File: src/rtl/alarm_controller.sv
// Alarm decision logic: edge-triggered match against the alarm time, ring timeout
// and snooze interval on a shared 1 Hz tick counter, with registered outputs.
module alarm_controller #(
  parameter int RING_SECS  = 60,
  parameter int SNOOZE_MIN = 5,
  parameter int CNT_W      = $clog2((SNOOZE_MIN * 60 > RING_SECS) ? SNOOZE_MIN * 60 : RING_SECS)
) (
  input  logic       clk,
  input  logic       rst,
  input  logic       tick,
  input  logic [1:0] TH1,
  input  logic [3:0] TH2,
  input  logic [2:0] TM1,
  input  logic [3:0] TM2,
  input  logic [1:0] AH1,
  input  logic [3:0] AH2,
  input  logic [2:0] AM1,
  input  logic [3:0] AM2,
  input  logic       alarm_en,
  input  logic       adjust,
  input  logic       stop,
  input  logic       snooze,
  output logic       ringing,
  output logic       alarm_led,
  output logic       snoozing,
  output logic [1:0] state
);

  localparam logic [CNT_W-1:0] RING_LAST   = CNT_W'(RING_SECS - 1);
  localparam logic [CNT_W-1:0] SNOOZE_LAST = CNT_W'(SNOOZE_MIN * 60 - 1);
  localparam logic [CNT_W-1:0] CNT_ZERO    = CNT_W'(0);
  localparam logic [CNT_W-1:0] CNT_ONE     = CNT_W'(1);

  typedef enum logic [1:0] {
    S_IDLE   = 2'd0,
    S_RING   = 2'd1,
    S_SNOOZE = 2'd2,
    S_BAD    = 2'd3
  } state_t;

  state_t           r_state;
  state_t           w_state_nxt;
  logic [CNT_W-1:0] r_cnt;
  logic [CNT_W-1:0] w_cnt_nxt;
  logic             r_match_q;
  logic             r_led;
  logic             w_led_nxt;
  logic             r_ringing;
  logic             r_snoozing;
  logic             w_match;
  logic             w_trigger;

  function automatic logic time_eq(
    input logic [1:0] h1, input logic [3:0] h2, input logic [2:0] m1, input logic [3:0] m2,
    input logic [1:0] a1, input logic [3:0] a2, input logic [2:0] b1, input logic [3:0] b2
  );
    return (h1 == a1) && (h2 == a2) && (m1 == b1) && (m2 == b2);
  endfunction

  // Next-state, counter and LED decode
  always_comb begin
    w_match     = time_eq(TH1, TH2, TM1, TM2, AH1, AH2, AM1, AM2);
    w_trigger   = w_match && !r_match_q && alarm_en && !adjust;
    w_state_nxt = r_state;
    w_cnt_nxt   = r_cnt;
    w_led_nxt   = r_led;
    case (r_state)
      S_IDLE: begin
        if (w_trigger) begin
          w_state_nxt = S_RING;
          w_cnt_nxt   = CNT_ZERO;
          w_led_nxt   = 1'b1;
        end else begin
          w_cnt_nxt   = CNT_ZERO;
          w_led_nxt   = 1'b0;
        end
      end
      S_RING: begin
        if (stop || !alarm_en) begin
          w_state_nxt = S_IDLE;
          w_cnt_nxt   = CNT_ZERO;
          w_led_nxt   = 1'b0;
        end else if (snooze) begin
          w_state_nxt = S_SNOOZE;
          w_cnt_nxt   = CNT_ZERO;
          w_led_nxt   = 1'b0;
        end else if (tick) begin
          if (r_cnt == RING_LAST) begin
            w_state_nxt = S_IDLE;
            w_cnt_nxt   = CNT_ZERO;
            w_led_nxt   = 1'b0;
          end else begin
            w_cnt_nxt   = r_cnt + CNT_ONE;
            w_led_nxt   = ~r_led;
          end
        end else begin
          w_cnt_nxt   = r_cnt;
        end
      end
      S_SNOOZE: begin
        // snooze and trigger are deliberately not decoded here
        if (stop || !alarm_en) begin
          w_state_nxt = S_IDLE;
          w_cnt_nxt   = CNT_ZERO;
          w_led_nxt   = 1'b0;
        end else if (tick) begin
          if (r_cnt == SNOOZE_LAST) begin
            w_state_nxt = S_RING;
            w_cnt_nxt   = CNT_ZERO;
            w_led_nxt   = 1'b1;
          end else begin
            w_cnt_nxt   = r_cnt + CNT_ONE;
          end
        end else begin
          w_cnt_nxt   = r_cnt;
        end
      end
      default: begin
        w_state_nxt = S_IDLE;
        w_cnt_nxt   = CNT_ZERO;
        w_led_nxt   = 1'b0;
      end
    endcase
  end

  // State, counter, match history and registered outputs
  always_ff @(posedge clk) begin
    if (rst) begin
      r_state    <= S_IDLE;
      r_cnt      <= CNT_ZERO;
      r_match_q  <= 1'b1;  // suppresses a ring when reset lands inside the alarm minute
      r_led      <= 1'b0;
      r_ringing  <= 1'b0;
      r_snoozing <= 1'b0;
    end else begin
      r_state    <= w_state_nxt;
      r_cnt      <= w_cnt_nxt;
      r_match_q  <= w_match;
      r_led      <= w_led_nxt;
      r_ringing  <= (w_state_nxt == S_RING);
      r_snoozing <= (w_state_nxt == S_SNOOZE);
    end
  end

  assign ringing   = r_ringing;
  assign alarm_led = r_led;
  assign snoozing  = r_snoozing;
  assign state     = r_state;

endmodule

File: config.mk
export PLATFORM = sky130hd
export DESIGN_NAME = alarm_controller
export DESIGN_NICKNAME = d
export VERILOG_FILES = /design/src/rtl/alarm_controller.sv
export SDC_FILE = /design/constraint.sdc
export NUM_CORES = 1
export LEC_CHECK = 0
export BUFFER_PORTS_ARGS = -buffer_cell sky130_fd_sc_hd__clkbuf_2
export CORE_MARGIN = 2
export CORE_UTILIZATION = 45
export DETAILED_ROUTE_END_ITERATION = 16
export PLACE_DENSITY = 0.73
export SYNTH_ARGS = -nofsm -noshare
export SYNTH_HDL_FRONTEND = slang
export SYNTH_SLANG_ARGS = --single-unit
File: constraint.sdc
create_clock -name clk -period 1.9 [get_ports clk]
set_input_delay 0.38 -clock clk [delete_from_list [all_inputs] [get_ports clk]]
set_output_delay 0.38 -clock clk [all_outputs]
set_load 0.02 [all_outputs]
; Word level (Yosys, flattened, before mapping)
; Cells that the tools add are included.
[op_classes]
n_addsub = 1
n_eq_ne = 13
mux = 26
bitwise = 1
n_reduce_logical = 13
[op_table]
columns = operator, count
row1 = 2-to-1 mux 9 bit, 7
row2 = one-hot mux 9 bit (2 select lines), 1
row3 = 2-to-1 mux 2 bit, 8
row4 = "adder 9 x 1 -> 9 bit, second input constant", 1
row5 = "equality test 9 x 6 -> 1 bit, second input constant", 1
row6 = "equality test 9 bit, second input constant", 1
row7 = equality test 4 bit, 2
row8 = 2-to-1 mux 1 bit, 8
row9 = logical AND 1 bit, 6
row10 = "inequality test 3 bit, second input constant", 2
row11 = one-hot mux 2 bit (3 select lines), 1
row12 = "equality test 2 x 1 -> 1 bit, second input constant", 2
row13 = "equality test 2 bit, second input constant", 2
row14 = "inequality test 4 bit, second input constant", 1
row15 = equality test 3 bit, 1
row16 = zero test 1 bit, 3
row17 = one-hot mux 1 bit (3 select lines), 1
row18 = AND reduction 3 bit, 1
row19 = equality test 2 bit, 1
row20 = zero test 2 bit, 1
row21 = AND reduction 2 bit, 1
row22 = logical OR 1 bit, 1
row23 = inverter 1 bit, 1
[word_totals]
register_bits = 15
in_bits = 33
out_inout_bits = 5
word_cells = 60

; Logic depth before layout (Yosys ltp)
; Gate-level depths: netlist of run 1.
[logic_depth]
ltp_word = 10
mapped_depth = 8
ltp_nobuf = 7

; Least setup slack after synthesis of run 1
; OpenSTA, ideal clock, no wires.
[synth_path]
path_type = register -> register
start = register r_state[1], in the netlist state[1]
end = register r_cnt[6]
setup_time_ns = 0.078
t_arrival_ns = 1.660
t_required_ns = 1.822
path_slack_ns = 0.162
stages_incl_launch_ff = 9
n_path_buf = 1
synth_period_minus_slack_ns = 1.738
path_cell_list = dfxtp_1 -> inv_1 -> ha_1 -> nor2b_1 -> o211ai_1 -> buf_2 -> nand4_1 -> xor2_1 -> nor3_1
[synth_via]
elab_chain_len = 3
elab_cells_between_ends = 6
classes_between = eq/ne: 4 / mux: 1 / reduce/logical: 1
[synth_rtl]
columns = item, line_no
row1 = from (decl), 41  ; state_t r_state;
row2 = from (signal assigned), 136  ; r_state <= w_state_nxt;
row3 = equality test 2 x 1 -> 1 bit or equality test 2 bit (tied branches), 67  ; case (r_state)
row4 = inequality test 4 bit (no source line) or inequality test 3 bit (tied branches), -
row5 = AND reduction 2 bit (no source line), -
row6 = to (signal assigned), 137  ; r_cnt <= w_cnt_nxt;
row7 = to (decl), 43  ; logic [CNT_W-1:0] r_cnt;
; Several ways; a longest one is shown, not always the timed one.
; A chain may end at the register's enable or synchronous reset.

; Worst setup path in the final report of run 1
; Same ends and word-level chain as after synthesis.

==> reports/qor.yml, run 1 <==
setup_path:
  slowest_stage: "dfxtp_1"
  cp_data_arrival_time_ns: 1.97
  critPathRequiredTime_ns: 2.11
  cp_max_fo: 4
  endpoint_kind: "flip-flop"
  max_stage_delay_ns: 0.34
  path_cells: "inv_1, ha_1, nor2b_1, o211ai_1, buf_4, nand4_1, xor2_1, nor3_1"
  critPathLaunchType: "flip-flop"
  path_class: "reg2reg"
synthesis:
  post_synth_inst_count: 116
  synth_cell_type_count: 42
  yosysWarnings: 0
  synthesis.nets: 154
  yosys.area.top_type: "dfxtp_1"
  synth-seq-cells: 15
  synth.area.top_cells: "dfxtp_1 28%, xor2_1 16%, nor3_1 7.0%"
  synth_top_area_share_pct: 28.00
  synth.avg_cell_area_um2: 9.244
  ys_seq_area_share_pct: 28.00
  syn_area_um2: 1072
floorplan:
  fp-row-count: 17
  die_h_um: 52.82
  start_util_pct: 48.01
  die_width_um: 52.82
  die-area_um2: 2789
  io_pins: 38
  coreArea_um2: 2233
global_routing:
  top_usage_layer: "met2"
  grt_overflow: 0
  use_met3_pct: 4.571
  grt_pass1_wl_um: 3960
  gr-usage-met1_pct: 19.69
  grt_pass1_vias: 1010
  antenna_found_initial: 0
  met2_usage_pct: 34.79
  grt_max_degree: 17
  grt.total_usage_pct: 19.40
status:
  status: "finished, final reports clean"
cts:
  clock_path_buffers: 2
  cts_buffers: 3
  cts_resized: 0
  cts.clk_slew.worst_paths_ns: 0.09
  cts_max_level: 1
  post_cts_buffers: 0
  cts_sinks: 15
  clk_latency_ns: 0.29
  cts_tree: "built"
  root_buffer: "clkbuf_4"
  postCtsHoldBufs: 0
sta:
  fin_crit_sh_pct: 92.48
  slew-limit-headroom_pct: 73.40
  hold_ws_ns: 0.5016
  fin_skew_ns: 0.001261
  finalHoldViolations: 0
  post-route-min-period_ns: 1.757
  setup_viol: 0
  rsz0062_at_grt: "no"
  tightest_slew_ns: 0.3954
  drv_slew: 0
  clock.fmax_mhz: 569.1
  final.setup.tns_ns: 0
finish:
  fillers: 199
  multi_input_area_um2: 735.7
  regArea_um2: 300.3
  antennaDiodeCount: 0
  drive_gt1_share_pct: 33.54
  nets: 197
  syn_to_final_growth_pct: 24.15
route:
  wl_per_cell_um: 13.22
  drt-pass1-iter-count: 4
  drt-total-wl_um: 2459
  remaining_drc_errors: 0
  via_count: 1067
  viasPerCell: 5.737
  dr.first_iter.drc_count: 13
  antenna_left: 0
job:
  max_cap_viol_count: 0
power:
  vdd_drop_max_mv: 0.3415
  p_leak_uw: 0.0005872
  p_per_area_nw_per_um2: 441.1
placement:
  dp_hpwl_um: 1976
  gp_congestion: 0.8508
  port_buffers: 37
hold_path:
  hp-class: "in2reg"
-- cells in the mapped netlist, drive strengths merged --
cell type and number:
xor2 20, nand3 1, and3b 1, a31o 1, a211oi 2, nor2 3, nand2 3, and3 2
nor2b 2, nor3 15, nand4 7, o211ai 1, inv 3, a41oi 1, nand2b 1, nand4bb 1
o41ai 1, mux2i 1, buf 3, and4 1, a21boi 1, nand3b 1, a41o 1, o21ai 2
a211o 1, clkbuf 1, o211a 1, and2 6, nor4 6, nor4b 3, o2bb2ai 1, ha 5
and4b 1, xnor2 1, dfxtp 15
-- worst paths after layout --
kind / cells after the start / from / slack, ns / end
setup reg to reg: 8 / state[1] / 0.14 / r_cnt[6]
hold / removal: 2 / rst / 0.50 / ringing
hold reg to reg: 2 / alarm_led / 0.52 / alarm_led
setup / recovery: 8 / state[1] / 0.14 / r_cnt[6]
-- power by group --
part / internal [uW] / switching (uW)
logic: 41.8 / 44.2
registers: 315 / 0.427
clock network: 81.8 / 104
total: 439 / 148
-- routing by layer --
metal	wire length, um	share of wire (%)
met1	1052	43
met2	1116	45
met4	87	3.5
met5	0	0
met3	203	8.3
-- state kept, by name, indices dropped and copies added, names as in the netlist --
signal	flops
alarm_led	1
r_cnt	9
r_match_q	1
ringing	1
snoozing	1
state	2
-- placed cells by master (no fill, tap or decap), types with 2 or more instances in the layout --
cell      Yosys  layout
clkbuf_4      0       3
dfxtp_1      15      15
nand2_1       3       3
nor4b_1       2       2
buf_4         0       5
nor2b_1       2       2
nor4_1        5       5
nand4_1       7       7
ha_1          5       5
and2_1        5       5
inv_1         3       3
clkbuf_2      0      37
xor2_1       20      20
nor2_1        3       3
nor3_1       15      15
-- cell type report --
class | count | share of cell area, %
Sequential cell | 15 | 22.56
Tap cell | 28 | 2.632
Clock buffer | 4 | 1.974
Inverter | 3 | 0.8459
Multi-Input combinational cell | 94 | 55.26
Timing Repair Buffer | 42 | 16.73
-- cells by family after synthesis --
group | after synthesis | synth area share (%)
and+or+nand+nor | 54 | 33.84
xor gates and xnor gates | 21 | 17.15
DFF | 15 | 28.00
AOI/OAI and AO/OA | 13 | 10.85
buffers and inverters | 7 | 3.383
adders and majority gates | 5 | 5.834
muxes | 1 | 0.9335
-- critical path, delay by kind of cell (launching register included) --
family	cells	cell delay, ns
simple gates	3	0.40
compound gates	1	0.29
buf+inv	2	0.28
flops	1	0.34
xor+xnor	1	0.18
fa+ha+maj	1	0.20
-- stage by stage --
step	setup slack (ns)	total power [uW]	area (um^2)	std cells	util, %
after floorplan	0.1617	360.8	1072	116	-
after detailed placement	0.09294	408.1	1305	182	58.43
final	0.1429	587.2	1331	186	59.61
after global routing	0.001619	619.1	1331	186	59.61
after global placement	0.1042	406.8	1305	182	58.43
after CTS	0.1440	592.1	1331	186	59.61
Note: power is estimated with default switching activity, not from simulation.
==> run 2, diff against run 1 <==
Settings changed: CORE_ASPECT_RATIO from default to 1.2.
==> run 2 against run 1 <==
  * Combinational power is 0.6% higher
  * Flip-flop and latch count stayed put
  * Sequential power hardly changed
  * Clock-buffer cell count is 1 lower
  * Non-clock buffer count is 2 lower
  * Cell area is 0.66% lower
  * Sequential share of layout area is 0.24 points higher
  * Core utilization is 1.7 points lower
  * Critical path depth is 3 lower
  * Worst setup slack better by 0.042 ns
  * Largest power group unchanged
==> reports/qor.yml, run 2 (synthesis results as in run 1) <==
finish:
  syn_to_final_growth_pct: 23.34
  mostFrequentLayoutCells: "37 x clkbuf_2, 20 x xor2_1, 15 x nor3_1, 14 x dfxtp_1, 7 x nand4_1"
  nets: 195
  final_common_cell: "clkbuf_2"
  fillers: 226
  largest_reg_flops: 9
  antennaDiodeCount: 0
  drive_gt1_share_pct: 33.97
  regMostFlops: "r_cnt"
setup_path:
  crit_buf_inv: 0
  rrSetupSlack_ns: 0.18
  max_stage_delay_ns: 0.38
  endpoint: "ringing"
  critPathRequiredTime_ns: 2.10
  crit_family: "compound AO/OA/AOI/OAI gates"
  reg2regPathDepth: 5
  slowest_stage: "dfxtp_1"
  critPathLaunch: "r_cnt[6]"
  path_class: "reg2reg"
  cp_data_arrival_time_ns: 1.91
  path_cells: "nor4_4, a41oi_1, o211a_1, a211oi_2, nor4b_4"
  cp_max_fo: 5
  critPathLaunchType: "flip-flop"
  rr_startpoint: "r_cnt[6]"
  timing.rr.end: "ringing"
  critical_path_depth: 5
  endpoint_kind: "flip-flop"
route:
  remaining_drc_errors: 0
  antenna_left: 0
  wl_per_cell_um: 13.38
  dr.first_iter.drc_count: 10
  drt-pass1-iter-count: 4
  drt-total-wl_um: 2502
  via_count: 1000
  viasPerCell: 5.348
cts:
  cts_sinks: 15
  clock_path_buffers: 2
  cts_max_level: 1
  postCtsHoldBufs: 0
  clk_latency_ns: 0.28
  cts.clk_slew.worst_paths_ns: 0.09
  cts_buffers: 3
  cts_tree: "built"
  root_buffer: "clkbuf_4"
floorplan:
  die_h_um: 57.48
  io_pins: 38
  coreArea_um2: 2282
  fp-row-count: 19
  start_util_pct: 46.98
  die-area_um2: 2791
  die_width_um: 48.56
hold_path:
  holdCritStartpoint: "alarm_led"
  hp-class: "reg2reg"
global_routing:
  grt_max_degree: 17
  grt_pass1_wl_um: 4091
  grt.total_usage_pct: 18.39
  grt_pass1_vias: 974
  grt_overflow: 0
  antenna_found_initial: 0
sta:
  fin_crit_sh_pct: 90.28
  clock.fmax_mhz: 583.0
  tightest_slew_ns: 0.3744
  finalHoldViolations: 0
  setup_viol: 0
  slew-limit-headroom_pct: 74.81
  fin_skew_ns: 0.005593
  post-route-min-period_ns: 1.715
  worst_slack_ns: 0.1847
  final.setup.tns_ns: 0
  drv_slew: 0
  rsz0062_at_grt: "no"
power:
  p_leak_uw: 0.0005821
  p_per_area_nw_per_um2: 439.4
  vdd_drop_max_mv: 0.2798
placement:
  dp_hpwl_um: 2039
  place_ws_ns: 0.09794
  port_buffers: 37
  gp_congestion: 0.8517
status:
  status: "finished, final reports clean"
job:
  max_cap_viol_count: 0
[run 2: layout make-up]
cell class | instances | area [um^2] | share of cell area (%)
Sequential cell | 15 | 301.5 | 22.80
Timing Repair Buffer | 40 | 207.7 | 15.70
Tap cell | 31 | 38.79 | 2.933
Clock buffer | 3 | 22.52 | 1.703
Multi-Input combinational cell | 94 | 735.7 | 55.63
Clock inverter | 1 | 5.005 | 0.3784
Inverter | 3 | 11.26 | 0.8515
[run 2: how the worst min path moves through the flow]
stage                            to  slack (ns)  cells past startpoint
after floorplan             ringing        0.45                      1
after global placement    alarm_led        0.50                      2
after detailed placement  alarm_led        0.51                      2
after CTS                   ringing        0.51                      2
after global routing        ringing        0.53                      2
final                     alarm_led        0.51                      2
[run 2: metal layers]
layer,vias up,track usage [%],share of wire (%)
met4,0,6.122,0.80
met5,-,0,0
met3,2,2.618,4.5
met1,460,20.03,44
li1,515,-,-
met2,23,36.31,51
[run 2: stage by stage]
stage	power (uW)	utilization, %	cell area, um^2	hold WS, ns	cells
3_5_place_dp	409.0	56.69	1294	0.5053	183
3_3_place_gp	405.4	56.69	1294	0.5013	183
4_1_cts	587.0	57.89	1321	0.5094	187
5_1_grt	606.7	57.95	1323	0.5335	187
2_1_floorplan	360.8	-	1072	0.4524	116
6_report	581.1	57.95	1323	0.5102	187
[run 2: tightest hold or removal path: cells and delay by family, from the launching register on]
family	cells	cell delay (ns)
AO/OA/AOI/OAI	1	0.06
flip-flops	1	0.33
AND/OR/NAND/NOR	1	0.08
[run 2: repair_timing]
item                       4_1_cts  5_1_grt
setup buffers                    0        0
resized for setup                0        1
setup endpoints to repair        0        1
[run 2: power by group]
| group | switching (uW) | internal (uW) | leakage (uW) |
|---|---|---|---|
| sequential | 0.445 | 315 | 0.000122 |
| clock | 101 | 77.9 | 0.0000177 |
| combinational | 44.6 | 41.9 | 0.000443 |
==> run 3, diff against run 2 <==
Settings changed: CELL_PAD_IN_SITES_DETAIL_PLACEMENT from default to 0, CELL_PAD_IN_SITES_GLOBAL_PLACEMENT from default to 2, CORE_UTILIZATION 45 to 28, PLACE_DENSITY 0.73 to default, PLACE_DENSITY_LB_ADDON from default to 0.1.
==> run 3 against run 2 <==
  * Cell area is 3.8% higher
  * Flip-flop and latch count stayed put
  * First-iteration DRC count is 20% lower
  * Non-clock buffer count stayed put
  * Cell count is 11% higher
  * Combinational power hardly changed
  * Die area is 56% higher
  * Clock skew is 0.0034 ns lower
  * Via count is 1.6% lower
  * Critical path depth is 1 higher
  * Largest cell class unchanged
==> reports/qor.yml, run 3 (synthesis results as in run 1) <==
setup_path:
  path_cells: "ha_1, and2_4, a41oi_1, o211a_1, a211oi_2, nor4b_4"
  max_stage_delay_ns: 0.37
  endpoint_kind: "flip-flop"
  cp_max_fo: 7
  timing.rr.end: "ringing"
  path_class: "reg2reg"
  slowest_stage: "dfxtp_1"
  rr_startpoint: "r_cnt[0]"
  critPathRequiredTime_ns: 2.06
  rrSetupSlack_ns: 0.18
  critPathLaunchType: "flip-flop"
  reg2regPathDepth: 6
  cp_data_arrival_time_ns: 1.89
sta:
  fin_crit_sh_pct: 90.63
  drv_slew: 0
  hold_ws_ns: 0.5270
  final.setup.tns_ns: 0
  fin_skew_ns: 0.002240
  rsz0062_at_grt: "no"
  post-route-min-period_ns: 1.722
  slew-limit-headroom_pct: 73.35
  worst_slack_ns: 0.1780
  setup_viol: 0
  finalHoldViolations: 0
  clock.fmax_mhz: 580.7
  tightest_slew_ns: 0.3998
route:
  remaining_drc_errors: 0
  drt-total-wl_um: 2714
  viasPerCell: 4.731
  drt-pass1-iter-count: 3
  top_layer_used: "met4"
  via_count: 984
  antenna_left: 0
  route.met3.wl_um: 104
  wl_met1_um: 1207
  wl_per_cell_um: 13.05
  dr.first_iter.drc_count: 8
  dr_wl_met2_um: 1388
cts:
  cts_max_level: 1
  cts.clk_slew.worst_paths_ns: 0.07
  post_cts_buffers: 0
  cts_sinks: 15
  root_buffer: "clkbuf_8"
  clk_latency_ns: 0.25
  cts_tree: "built"
  cts_buffers: 3
  clock_path_buffers: 2
floorplan:
  fp-row-count: 24
  io_pins: 38
  start_util_pct: 29.27
  coreArea_um2: 3664
  die_width_um: 60.49
  die_h_um: 71.79
  die-area_um2: 4343
placement:
  port_buffers: 37
  gp_congestion: 0.7454
  place_ws_ns: 0.1131
  dp_hpwl_um: 2178
finish:
  syn_to_final_growth_pct: 28.01
  antennaDiodeCount: 0
  mostFrequentLayoutCells: "37 x clkbuf_2, 20 x xor2_1, 15 x nor3_1, 15 x dfxtp_1, 7 x nand4_1"
  regMostFlops: "r_cnt"
  fillers: 401
  nets: 195
  largest_reg_flops: 9
  final_common_cell: "clkbuf_2"
  drive_gt1_share_pct: 33.97
global_routing:
  grt_max_degree: 17
  grt.total_usage_pct: 13.24
  grt_pass1_wl_um: 4395
  antenna_found_initial: 0
  grt_overflow: 0
  grt_pass1_vias: 999
power:
  vdd_drop_max_mv: 0.2073
  p_per_area_nw_per_um2: 485.8
  p_total_uw: 666.8
  p_leak_uw: 0.0005920
hold_path:
  min_path_cells: 2
  holdCritStartpoint: "alarm_led"
  min_to: "alarm_led"
  hp-class: "reg2reg"
job:
  max_cap_viol_count: 0
status:
  status: "finished, final reports clean"
## run 3: cell counts in the layout (fill, tap and decap cells not counted)
Identical to the previous run, type by type.
## run 3: timing repair
action | CTS | global route
endpoints found under the setup margin | 0 | 1
gates resized for setup | 0 | 1
hold buffers | 0 | 0
## run 3: cell type report
cell class | count | area (um^2) | share of cell area (%)
multi-input combinational | 94 | 742.0 | 54.06
sequential | 15 | 300.3 | 21.88
timing repair buffer | 40 | 207.7 | 15.13
tap | 52 | 65.06 | 4.740
clock buffer | 3 | 41.29 | 3.008
inverter | 3 | 11.26 | 0.8204
clock inverter | 1 | 5.005 | 0.3646
## run 3: how the worst max path moves through the flow
stage,from,endpoint,slack [ns]
global route,state[1],r_cnt[7],0.05
finish,r_cnt[0],ringing,0.18
floorplan,state[1],r_cnt[6],0.16
CTS,r_cnt[0],snoozing,0.11
global placement,AM1[1],alarm_led,0.09
detailed placement,AM1[1],alarm_led,0.11
## run 3: worst max-delay path, delay by kind of cell (launching register included)
kind | cells | cell delay [ns]
flops | 1 | 0.37
fa+ha+maj | 1 | 0.19
compound gates | 3 | 0.65
simple gates | 2 | 0.42
## run 3: power by group
group / total, uW / switching, uW / leakage [uW] / internal [uW]
sequential: 316 / 0.351 / 0.000121 / 315
clock: 265 / 120 / 0.0000255 / 145
combinational: 86.4 / 44.5 / 0.000445 / 41.9
## run 3: stage by stage
stage / utilization (%) / cell area (um^2) / instances
5_1_grt: 37.47 / 1373 / 208
6_report: 37.47 / 1373 / 208
3_5_place_dp: 36.03 / 1320 / 204
2_1_floorplan: - / 1072 / 116
4_1_cts: 37.30 / 1366 / 208
3_3_place_gp: 36.03 / 1320 / 204
## run 3: metal layers
metal / vias up / GRT usage (%)
li1: 514 / -
met3: 2 / 2.347
met2: 17 / 23.79
met4: 0 / 3.623
met5: - / 0
met1: 451 / 15.77
